`config.mk`:
```
export PLATFORM = sky130hd
export DESIGN_NAME = npc_ras_flat
export DESIGN_NICKNAME = d
export VERILOG_FILES = /design/src/rtl/npc_ras_if.sv /design/src/rtl/npc_ras.sv /design/src/flat_wrapper.sv
export SDC_FILE = /design/constraint.sdc
export NUM_CORES = 1
export LEC_CHECK = 0
export CORE_MARGIN = 4
export CORE_UTILIZATION = 45
export CTS_CLUSTER_DIAMETER = 40
export DETAILED_ROUTE_END_ITERATION = 7
export HOLD_SLACK_MARGIN = 0.15
export PLACE_DENSITY = 0.77
export SYNTH_ARGS = -nofsm -noshare
export SYNTH_HDL_FRONTEND = slang
export SYNTH_SLANG_ARGS = --single-unit
```
`constraint.sdc`:
```
create_clock -name clk -period 6.9 [get_ports clk]
set_input_delay 1.38 -clock clk [delete_from_list [all_inputs] [get_ports clk]]
set_output_delay 1.38 -clock clk [all_outputs]
set_load 0.005 [all_outputs]
```
`src/rtl/npc_ras_if.sv`:
```
// Next-PC / return-address-stack bundle: front-end control inputs and redirect/prediction outputs.
// Combinational signals only; this interface has no latency and no backpressure of its own.
// The stall input PCWr is the only form of backpressure the block sees.
interface npc_ras_if;
    logic        PCWr;
    logic [1:0]  NPCOp;
    logic [31:0] PC;
    logic [31:0] PF_PC;
    logic [31:0] ret_addr;
    logic [31:0] EPC;
    logic [25:0] Imm;
    logic        link;
    logic        MEM_eret_flush;
    logic        MEM_ex;
    logic [31:0] NPC;
    logic        IF_Flush;
    logic        ID_Flush;
    logic        EX_Flush;
    logic        MEM1_Flush;
    logic        PF_Flush;
    logic [31:0] ras_top;
    logic        ras_valid;
    logic        ras_mispred;
    logic        redirect_pending;
    logic [31:0] redirect_cnt;
    logic [31:0] mispred_cnt;

    modport master (
        output PCWr, NPCOp, PC, PF_PC, ret_addr, EPC, Imm, link, MEM_eret_flush, MEM_ex,
        input  NPC, IF_Flush, ID_Flush, EX_Flush, MEM1_Flush, PF_Flush, ras_top, ras_valid,
               ras_mispred, redirect_pending, redirect_cnt, mispred_cnt
    );
    modport slave (
        input  PCWr, NPCOp, PC, PF_PC, ret_addr, EPC, Imm, link, MEM_eret_flush, MEM_ex,
        output NPC, IF_Flush, ID_Flush, EX_Flush, MEM1_Flush, PF_Flush, ras_top, ras_valid,
               ras_mispred, redirect_pending, redirect_cnt, mispred_cnt
    );
endinterface

```
`src/rtl/npc_ras.sv`:
```
// Next-PC select with exception redirect latch and circular return-address stack (opt. NPC_PERF_CNT_EN counters).
// NPC and flushes are combinational; ras_mispred and redirect_pending are registered (1 cycle).
// A redirect arriving while PCWr=0 is held in pend_q until the first cycle with PCWr=1.
module npc_ras #(
    parameter int          RAS_DEPTH = 8,
    parameter logic [31:0] EXC_VEC   = 32'hBFC0_0380,
    parameter logic [31:0] ERET_OFS  = 32'd4
) (
    input logic      clk,
    input logic      rstn,
    npc_ras_if.slave bus
);
    localparam int SPW = (RAS_DEPTH > 1) ? $clog2(RAS_DEPTH) : 1;
    localparam logic [SPW:0] FULL = (SPW+1)'(RAS_DEPTH);

    logic [31:0]    ras_mem [RAS_DEPTH];
    logic [SPW-1:0] sp;
    logic [SPW-1:0] wr_idx;
    logic [SPW:0]   count;
    logic [31:0]    pend_q;
    logic           pend;
    logic           mis_q;
    logic           exc;
    logic           push;
    logic           pop;
    logic [31:0]    exc_tgt;
    logic [31:0]    raw_tgt;
    logic [31:0]    link_addr;
    logic [31:0]    top;

    assign exc       = bus.MEM_eret_flush | bus.MEM_ex;
    assign exc_tgt   = bus.MEM_eret_flush ? (bus.EPC + ERET_OFS) : EXC_VEC;
    assign link_addr = bus.PC + 32'd4;
    assign top       = ras_mem[sp - 1'b1];

    always_comb begin
        raw_tgt = bus.PF_PC + 32'd4;
        case (bus.NPCOp)
            2'b01:   raw_tgt = bus.PC + {{14{bus.Imm[15]}}, bus.Imm[15:0], 2'b00};
            2'b10:   raw_tgt = {bus.PC[31:28], bus.Imm, 2'b00};
            2'b11:   raw_tgt = bus.ret_addr;
            default: raw_tgt = bus.PF_PC + 32'd4;
        endcase
    end

    // Stack updates are suppressed while a redirect is live or still pending.
    assign push   = bus.PCWr & bus.link & (bus.NPCOp != 2'b00) & ~exc & ~pend;
    assign pop    = bus.PCWr & (bus.NPCOp == 2'b11) & (count != '0) & ~exc & ~pend;
    assign wr_idx = pop ? (sp - 1'b1) : sp;

    assign bus.NPC              = exc ? exc_tgt : (pend ? pend_q : raw_tgt);
    assign bus.IF_Flush         = exc;
    assign bus.ID_Flush         = exc;
    assign bus.EX_Flush         = exc;
    assign bus.MEM1_Flush       = exc;
    assign bus.PF_Flush         = ((bus.NPCOp != 2'b00) & bus.PCWr) | exc | pend;
    assign bus.ras_top          = top;
    assign bus.ras_valid        = (count != '0);
    assign bus.ras_mispred      = mis_q;
    assign bus.redirect_pending = pend;

    always_ff @(posedge clk or negedge rstn) begin
        if (!rstn) begin
            pend   <= 1'b0;
            pend_q <= '0;
        end else if (exc && !bus.PCWr) begin
            pend   <= 1'b1;
            pend_q <= exc_tgt;
        end else if (bus.PCWr) begin
            pend   <= 1'b0;
        end
    end

    always_ff @(posedge clk or negedge rstn) begin
        if (!rstn) begin
            sp    <= '0;
            count <= '0;
            mis_q <= 1'b0;
        end else begin
            mis_q <= pop && (top != bus.ret_addr);
            if (push && !pop) begin
                sp <= sp + 1'b1;
                if (count != FULL) count <= count + 1'b1;
            end else if (pop && !push) begin
                sp    <= sp - 1'b1;
                count <= count - 1'b1;
            end
        end
    end

    // Entries carry no reset; count gates every use of them.
    always_ff @(posedge clk) begin
        if (push) ras_mem[wr_idx] <= link_addr;
    end

`ifdef NPC_PERF_CNT_EN
    logic [31:0] rcnt_q;
    logic [31:0] mcnt_q;

    always_ff @(posedge clk or negedge rstn) begin
        if (!rstn) begin
            rcnt_q <= '0;
            mcnt_q <= '0;
        end else begin
            if (bus.PF_Flush && bus.PCWr) rcnt_q <= rcnt_q + 32'd1;
            if (mis_q)                    mcnt_q <= mcnt_q + 32'd1;
        end
    end

    assign bus.redirect_cnt = rcnt_q;
    assign bus.mispred_cnt  = mcnt_q;
`else
    assign bus.redirect_cnt = '0;
    assign bus.mispred_cnt  = '0;
`endif
endmodule

```
`src/flat_wrapper.sv`:
```
// flat-port wrapper written by rule: the top's interface ports become plain ports
module npc_ras_flat 
#(
    parameter int          RAS_DEPTH = 8,
    parameter logic [31:0] EXC_VEC   = 32'hBFC0_0380,
    parameter logic [31:0] ERET_OFS  = 32'd4
)
  (clk, rstn, bus_PCWr, bus_NPCOp, bus_PC, bus_PF_PC, bus_ret_addr, bus_EPC, bus_Imm, bus_link, bus_MEM_eret_flush, bus_MEM_ex, bus_NPC, bus_IF_Flush, bus_ID_Flush, bus_EX_Flush, bus_MEM1_Flush, bus_PF_Flush, bus_ras_top, bus_ras_valid, bus_ras_mispred, bus_redirect_pending, bus_redirect_cnt, bus_mispred_cnt);
  npc_ras_if bus_i ();
  input logic clk;
  input logic rstn;
  input wire logic [$bits(bus_i.PCWr)-1:0] bus_PCWr;
  input wire logic [$bits(bus_i.NPCOp)-1:0] bus_NPCOp;
  input wire logic [$bits(bus_i.PC)-1:0] bus_PC;
  input wire logic [$bits(bus_i.PF_PC)-1:0] bus_PF_PC;
  input wire logic [$bits(bus_i.ret_addr)-1:0] bus_ret_addr;
  input wire logic [$bits(bus_i.EPC)-1:0] bus_EPC;
  input wire logic [$bits(bus_i.Imm)-1:0] bus_Imm;
  input wire logic [$bits(bus_i.link)-1:0] bus_link;
  input wire logic [$bits(bus_i.MEM_eret_flush)-1:0] bus_MEM_eret_flush;
  input wire logic [$bits(bus_i.MEM_ex)-1:0] bus_MEM_ex;
  output wire logic [$bits(bus_i.NPC)-1:0] bus_NPC;
  output wire logic [$bits(bus_i.IF_Flush)-1:0] bus_IF_Flush;
  output wire logic [$bits(bus_i.ID_Flush)-1:0] bus_ID_Flush;
  output wire logic [$bits(bus_i.EX_Flush)-1:0] bus_EX_Flush;
  output wire logic [$bits(bus_i.MEM1_Flush)-1:0] bus_MEM1_Flush;
  output wire logic [$bits(bus_i.PF_Flush)-1:0] bus_PF_Flush;
  output wire logic [$bits(bus_i.ras_top)-1:0] bus_ras_top;
  output wire logic [$bits(bus_i.ras_valid)-1:0] bus_ras_valid;
  output wire logic [$bits(bus_i.ras_mispred)-1:0] bus_ras_mispred;
  output wire logic [$bits(bus_i.redirect_pending)-1:0] bus_redirect_pending;
  output wire logic [$bits(bus_i.redirect_cnt)-1:0] bus_redirect_cnt;
  output wire logic [$bits(bus_i.mispred_cnt)-1:0] bus_mispred_cnt;
  assign bus_i.PCWr = bus_PCWr;
  assign bus_i.NPCOp = bus_NPCOp;
  assign bus_i.PC = bus_PC;
  assign bus_i.PF_PC = bus_PF_PC;
  assign bus_i.ret_addr = bus_ret_addr;
  assign bus_i.EPC = bus_EPC;
  assign bus_i.Imm = bus_Imm;
  assign bus_i.link = bus_link;
  assign bus_i.MEM_eret_flush = bus_MEM_eret_flush;
  assign bus_i.MEM_ex = bus_MEM_ex;
  assign bus_NPC = bus_i.NPC;
  assign bus_IF_Flush = bus_i.IF_Flush;
  assign bus_ID_Flush = bus_i.ID_Flush;
  assign bus_EX_Flush = bus_i.EX_Flush;
  assign bus_MEM1_Flush = bus_i.MEM1_Flush;
  assign bus_PF_Flush = bus_i.PF_Flush;
  assign bus_ras_top = bus_i.ras_top;
  assign bus_ras_valid = bus_i.ras_valid;
  assign bus_ras_mispred = bus_i.ras_mispred;
  assign bus_redirect_pending = bus_i.redirect_pending;
  assign bus_redirect_cnt = bus_i.redirect_cnt;
  assign bus_mispred_cnt = bus_i.mispred_cnt;
  npc_ras #(.RAS_DEPTH(RAS_DEPTH), .EXC_VEC(EXC_VEC), .ERET_OFS(ERET_OFS)) u_core (.clk(clk), .rstn(rstn), .bus(bus_i));
endmodule
```
### Word-level counts from Yosys, hierarchy flattened

Memory sizes are Yosys's and may differ from the RTL's.
Index checks and enable logic that the tools add are counted.

* $add $sub $neg: 8
* equality and inequality tests: 6
* multiplexer cells: 14
* bitwise logic cells: 14
* reduce and logical (&&, ||, !) cells: 12

Operators by type and width (number)
* adder 32 x 3 -> 32 bit, second input constant: 3
* 2-to-1 mux 32 bit: 3
* case mux 32 bit (3 select lines): 1
* adder 32 bit: 1
* inequality test 32 bit: 1
* 2-to-1 mux 4 bit: 3
* bitwise AND 1 bit: 9
* 2-to-1 mux 3 bit: 3
* nonzero test 2 bit: 3
* adder 4 x 1 -> 4 bit, second input constant: 1
* equality test 2 bit, second input constant: 2
* logical AND 1 bit: 4
* 2-to-1 mux 1 bit: 4
* inequality test 4 bit, second input constant: 1
* nonzero test 4 bit: 1
* subtractor 4 x 1 -> 4 bit, second input constant: 1
* adder 3 x 1 -> 3 bit, second input constant: 1
* logical NOT 1 bit: 3
* OR 1 bit: 3
* subtractor 3 x 1 -> 3 bit, second input constant: 1
* equality test 2 x 1 -> 1 bit, second input constant: 1
* inequality test 2 bit, second input constant: 1
* inverter 1 bit: 2
* AND reduction 2 bit: 1

* bits in registers: 41
* RAM bits: 256
* input bits: 162
* output and inout port bits: 136
* logic and storage cells: 60
* memories: 1

Memory list
* u_core.ras_mem: words 8, width 32, read ports 1, clocked after Yosys merged registers in 0, write ports 1, RTL line npc_ras.sv:16 `logic [31:0] ras_mem [RAS_DEPTH];`

### Longest topological paths before layout

* depth in word-level cells: 9
* gate-level depth with buffers: 15
* gate-level depth less buffers: 14

### Worst setup path after synthesis

Ideal clock, no wire load.

* path kind: in2out
* start: input port bus_Imm[0]
* end: output port bus_NPC[18]
* data arrival time: 3595 ps
* required time: 5520 ps
* slack: 1925 ps
* cell stages on the path: 11
* path buffers: 0
* path through: ha_1 > inv_1 > fa_1 > nor2b_1 > o31a_1 > o21ai_2 > a31oi_1 > nor2_1 > xnor2_1 > mux4_2 > a221o_1

* word-level cells in the longest chain between the ends: 4

Ends and longest elaborated chain
* from (decl): RTL line flat_wrapper.sv:18 `input wire logic [$bits(bus_i.Imm)-1:0] bus_Imm;`
* adder 32 bit: RTL line npc_ras.sv:39 `2'b01: raw_tgt = bus.PC + {{14{bus.Imm[15]}}, bus.Imm[15:0], 2'b00};`
* case mux 32 bit (3 select lines): RTL line npc_ras.sv:38 `case (bus.NPCOp)`
* 2-to-1 mux 32 bit (2 in series): RTL line npc_ras.sv:51 `assign bus.NPC = exc ? exc_tgt : (pend ? pend_q : raw_tgt);`
* to (decl): RTL line flat_wrapper.sv:22 `output wire logic [$bits(bus_i.NPC)-1:0] bus_NPC;`

Every way passes these cells.

### Final worst setup path

* start: input port bus_PC[2]
* end: output port bus_NPC[26]

* word-level cells in the longest chain between the ends: 4

Ends and longest elaborated chain
* from (decl): RTL line flat_wrapper.sv:14 `input wire logic [$bits(bus_i.PC)-1:0] bus_PC;`
* adder 32 bit: RTL line npc_ras.sv:39
* case mux 32 bit (3 select lines): RTL line npc_ras.sv:38
* 2-to-1 mux 32 bit (2 in series): RTL line npc_ras.sv:51

Every way passes these cells.

==> metrics.txt <==
# TYPE chip_impl_metric gauge
chip_impl_metric{name="clock_share_of_power",unit="%"} 28.7
chip_impl_metric{name="grt_max_degree",unit=""} 69
chip_impl_metric{name="place.port_buffers",unit=""} 233
chip_impl_metric{name="number_of_enable_type_register_cells_in_the_synthesized_netlist",unit=""} 256
chip_impl_metric{name="post_synth_instance_area",unit="mm²"} 0.0168
chip_impl_metric{name="power_report.internal_total",unit="µW"} 4820
chip_impl_info{name="worstSetupPathType",value="in2out"} 1
chip_impl_info{name="yosys_most_used_dff",value="sky130_fd_sc_hd__edfxtp_1"} 1
chip_impl_metric{name="htree_num_levels",unit=""} 2
chip_impl_metric{name="skew",unit="ns"} 0.0273
chip_impl_metric{name="floorplan.die.width",unit="µm"} 201
chip_impl_metric{name="ys_types",unit=""} 77
chip_impl_metric{name="power.leakage",unit="µW"} 0.00738
chip_impl_metric{name="timing.critical_path.arrival",unit="ns"} 5.13
chip_impl_info{name="min-delay-start",value="u_core.pend_q[19]"} 1
chip_impl_metric{name="tritoncts.num_buffers",unit=""} 40
chip_impl_metric{name="setup-violations-final",unit=""} 0
chip_impl_metric{name="max-vdd-ir-drop",unit="mV"} 0.368
chip_impl_metric{name="yosysWarningCount",unit=""} 0
chip_impl_metric{name="finish.net_count",unit=""} 1771
chip_impl_metric{name="clock_sink_count",unit=""} 297
chip_impl_metric{name="post_synth_and_or_nand_nor_area_fraction",unit="%"} 9.85
chip_impl_metric{name="post_detailed_placement_half_perimeter_wirelength",unit="µm"} 38700
chip_impl_metric{name="die-area",unit="mm²"} 0.0405
chip_impl_metric{name="grt_antenna_before_repair",unit=""} 8
chip_impl_metric{name="initial_core_util",unit="%"} 45.8
chip_impl_metric{name="worst_slack",unit="ns"} 0.392
chip_impl_metric{name="met3WireLength",unit="µm"} 5410
chip_impl_metric{name="netSwitchingPower",unit="µW"} 2400
chip_impl_metric{name="routed-wl-met2",unit="µm"} 25000
chip_impl_metric{name="avgSynthCellArea",unit="µm²"} 12.6
chip_impl_metric{name="first_global_vias",unit=""} 12100
chip_impl_metric{name="relSlewSlack",unit="%"} 21.2
chip_impl_info{name="crit_start",value="bus_PC[2]"} 1
chip_impl_metric{name="worst_slew_pin_slew",unit="ns"} 1.18
chip_impl_metric{name="post_cts_resized",unit=""} 0
chip_impl_metric{name="grtUsageTotal",unit="%"} 25.2
chip_impl_metric{name="adder_and_majority_cell_fraction_of_the_synthesized_area",unit="%"} 3.07
chip_impl_metric{name="part_of_the_total_power_dissipated_in_sequential_elements",unit="%"} 28.7
chip_impl_metric{name="synth-compound-area-share",unit="%"} 8.39
chip_impl_metric{name="post-place-ws",unit="ns"} 0.329
chip_impl_metric{name="xor_xnor_fraction_of_synth_area",unit="%"} 7.51
chip_impl_metric{name="route.detailed.wl_per_inst",unit="µm"} 25.5
chip_impl_metric{name="grt_first_pass_wirelength",unit="µm"} 76900
chip_impl_metric{name="maxSlewViolCount",unit=""} 0
chip_impl_metric{name="period_share",unit="%"} 94.3
chip_impl_metric{name="power_density",unit="mW/mm²"} 348
chip_impl_metric{name="final_routed_wirelength",unit="µm"} 52900
chip_impl_info{name="cts_root_buffer",value="sky130_fd_sc_hd__clkbuf_16"} 1
chip_impl_metric{name="tns",unit="ns"} 0
chip_impl_metric{name="initial_detailed_routing_violation_count",unit=""} 1264
chip_impl_metric{name="post_drt_via_cell_ratio",unit=""} 5.92
chip_impl_metric{name="placed_cell_area",unit="mm²"} 0.0194
chip_impl_metric{name="post_cts_buffers",unit=""} 0
chip_impl_metric{name="rows",unit=""} 70
chip_impl_metric{name="finish.instance_area",unit="mm²"} 0.0207
chip_impl_metric{name="clk-insertion-delay-late",unit="ns"} 0.54
chip_impl_metric{name="minimum_clock_period_after_layout",unit="ns"} 6.51
chip_impl_metric{name="vias",unit=""} 12300
chip_impl_info{name="dr.max_layer_used",value="met5"} 1
chip_impl_metric{name="final-hold-violation-count",unit=""} 0
chip_impl_info{name="status",value="finished, final reports clean"} 1
chip_impl_info{name="worstSetupEndpointType",value="output pin"} 1
chip_impl_metric{name="finalWeightedCongestion",unit=""} 0.884
chip_impl_info{name="grt_setup_unrepaired",value="false"} 1
chip_impl_metric{name="synth.area.mux_share",unit="%"} 14.0
chip_impl_metric{name="max_cap_violations",unit=""} 0
chip_impl_info{name="min-delay-path-class",value="reg2reg"} 1
chip_impl_metric{name="clk_pin_slew_worst_paths",unit="ns"} 0.05
chip_impl_metric{name="postCtsHoldBufs",unit=""} 0
chip_impl_metric{name="route.detailed.drc",unit=""} 0
chip_impl_metric{name="placeableCoreArea",unit="mm²"} 0.0367
chip_impl_metric{name="clock_path_buffers",unit=""} 3
chip_impl_metric{name="floorplan.io_pins",unit=""} 298
chip_impl_metric{name="die_h",unit="µm"} 201
chip_impl_metric{name="asyncSetResetFlopFracSynth",unit="%"} 13.8
chip_impl_metric{name="drt-met1-wl",unit="µm"} 20000
chip_impl_metric{name="drive_above_1_share",unit="%"} 14.7
chip_impl_info{name="rr_startpoint",value="u_core.sp[0]"} 1
chip_impl_metric{name="crit_required",unit="ns"} 5.52
chip_impl_metric{name="power.share.combinational",unit="%"} 42.6
chip_impl_metric{name="number_of_detailed_routing_iterations_run_before_antenna_repair",unit=""} 7
chip_impl_metric{name="post_synth_inst_count",unit=""} 1335
chip_impl_info{name="tritoncts",value="yes"} 1
chip_impl_metric{name="fmax",unit="GHz"} 0.154
chip_impl_metric{name="sw_ratio",unit="%"} 33.2
chip_impl_metric{name="count_of_state_elements_after_synthesis",unit=""} 297
chip_impl_metric{name="postRouteAntennaNets",unit=""} 0
chip_impl_metric{name="final_util",unit="%"} 56.5
chip_impl_metric{name="yosysSeqAreaShare",unit="%"} 51.9
chip_impl_info{name="category_of_the_worst_setup_path_launch_point",value="primary input"} 1
chip_impl_metric{name="crit_path_max_fanout",unit=""} 4
chip_impl_info{name="synth_top_family_by_area",value="multiplexers"} 1
chip_impl_metric{name="num-fill-cells",unit=""} 2935
chip_impl_metric{name="overall_overflow_remaining_after_global_route",unit=""} 0
chip_impl_metric{name="area_growth",unit="%"} 23.5
==> stage by stage <==
stage,hold slack (ns),instances,power [µW]
floorplan,0.441,1398,3850
global placement,0.457,1995,5170
detailed placement,0.471,1995,5200
CTS,0.484,2069,7290
global route,0.499,2072,7520
finish,0.479,2072,7220
==> cells by family after synthesis <==
logic type / after synthesis
XOR/XNOR: 144
other: 1
AND/OR/NAND/NOR: 347
buffers and inverters: 156
adder cells (fa/ha/maj): 40
flip-flops: 297
multiplexers: 135
AO/OA/AOI/OAI: 215
==> area by class of cell <==
class	count	area, µm²	share of cell area [%]
flip-flops and latches	297	8720	42.0
multi-input cells	945	7480	36.1
repair buffers	256	2490	12.0
clock buffers	45	1020	4.92
well taps	468	586	2.82
clock inverters	29	330	1.59
inverters	29	109	0.525
diodes	3	7.51	0.0362
==> cells in the final DEF (no fill, tap or decap), types with 12 or more instances in the layout <==
master and instances:
sky130_fd_sc_hd__o21ai_1 12, sky130_fd_sc_hd__nand3_1 43, sky130_fd_sc_hd__nor3_1 15, sky130_fd_sc_hd__o21ai_0 55, sky130_fd_sc_hd__mux4_2 76, sky130_fd_sc_hd__mux2i_1 21
sky130_fd_sc_hd__nand4_1 19, sky130_fd_sc_hd__mux2_2 37, sky130_fd_sc_hd__xnor2_1 70, sky130_fd_sc_hd__clkbuf_16 40, sky130_fd_sc_hd__nor2_1 67, sky130_fd_sc_hd__a21oi_1 43
sky130_fd_sc_hd__xor2_1 73, sky130_fd_sc_hd__dfrtp_1 40, sky130_fd_sc_hd__clkdlybuf4s50_1 230, sky130_fd_sc_hd__buf_4 23, sky130_fd_sc_hd__a31oi_1 15, sky130_fd_sc_hd__a21o_1 15
sky130_fd_sc_hd__ha_1 37, sky130_fd_sc_hd__edfxtp_1 256, sky130_fd_sc_hd__conb_1 64, sky130_fd_sc_hd__and3_1 22, sky130_fd_sc_hd__inv_1 26, sky130_fd_sc_hd__nand2_1 125
==> synth_stat cells (12+ instances only) <==
cell,n,share of area (%)
sky130_fd_sc_hd__xor2_1,74,3.9
sky130_fd_sc_hd__o21ai_0,55,1.6
sky130_fd_sc_hd__nand2_1,125,2.8
sky130_fd_sc_hd__buf_2,15,0.45
sky130_fd_sc_hd__nor2_1,75,1.7
sky130_fd_sc_hd__mux2i_1,21,1.3
sky130_fd_sc_hd__a21o_1,15,0.67
sky130_fd_sc_hd__and3_1,22,0.82
sky130_fd_sc_hd__o21ai_1,12,0.36
sky130_fd_sc_hd__edfxtp_1,256,46
sky130_fd_sc_hd__nor3_1,15,0.45
sky130_fd_sc_hd__inv_1,26,0.58
sky130_fd_sc_hd__mux2_2,37,2.5
sky130_fd_sc_hd__xnor2_1,70,3.6
sky130_fd_sc_hd__clkbuf_1,34,0.76
sky130_fd_sc_hd__nand3_1,43,1.3
sky130_fd_sc_hd__nand4_1,19,0.71
sky130_fd_sc_hd__buf_4,68,3.0
sky130_fd_sc_hd__mux4_2,76,10
sky130_fd_sc_hd__dfrtp_1,41,6.1
sky130_fd_sc_hd__a31oi_1,15,0.56
sky130_fd_sc_hd__a21oi_1,43,1.3
sky130_fd_sc_hd__ha_1,38,2.8
==> power by group through the flow <==
stage               clock network (µW)  logic [µW]  registers (µW)
floorplan                            0        1770            2080
finish                            2070        3080            2070
detailed placement                   0        3090            2110
CTS                               2100        3120            2070
global route                      2180        3270            2080
global placement                     0        3070            2100
==> worst paths after layout <==
path	cells after the start	slack, ns	to
min in group asynchronous	2	0.95	u_core.pend_q[3]
min reg2reg	2	0.48	u_core.pend_q[19]
max reg2reg	7	3.01	u_core.bus.ras_mispred
min	2	0.48	u_core.pend_q[19]
max	14	0.39	bus_NPC[26]
max in group asynchronous	2	5.48	u_core.sp[0]
==> critical path, stage by stage <==
cell                              delay, ns
sky130_fd_sc_hd__clkdlybuf4s50_1       0.65
sky130_fd_sc_hd__ha_1                  0.26
sky130_fd_sc_hd__inv_1                 0.06
sky130_fd_sc_hd__fa_1                  0.40
sky130_fd_sc_hd__nor2b_1               0.16
sky130_fd_sc_hd__o31a_1                0.19
sky130_fd_sc_hd__o21ai_2               0.07
sky130_fd_sc_hd__a31oi_1               0.44
sky130_fd_sc_hd__o21ai_2               0.13
sky130_fd_sc_hd__a21oi_2               0.26
sky130_fd_sc_hd__o41ai_4               0.13
sky130_fd_sc_hd__xnor2_1               0.21
sky130_fd_sc_hd__a32o_2                0.25
sky130_fd_sc_hd__clkdlybuf4s50_1       0.52
==> flip-flops by register name, summed over array words and instances (netlist names) <==
name	flops
u_core.sp	3
u_core.bus.redirect_pending	1
u_core.count	4
u_core.ras_mem	256
u_core.pend_q	32
u_core.bus.ras_mispred	1
==> metal layers <==
metal	GRT usage, %	vias up
li1	-	5383
met1	31.9	5991
met2	40.9	741
met3	7.25	131
met4	10.6	10
met5	0	-
(Power assumes the default switching activity.)
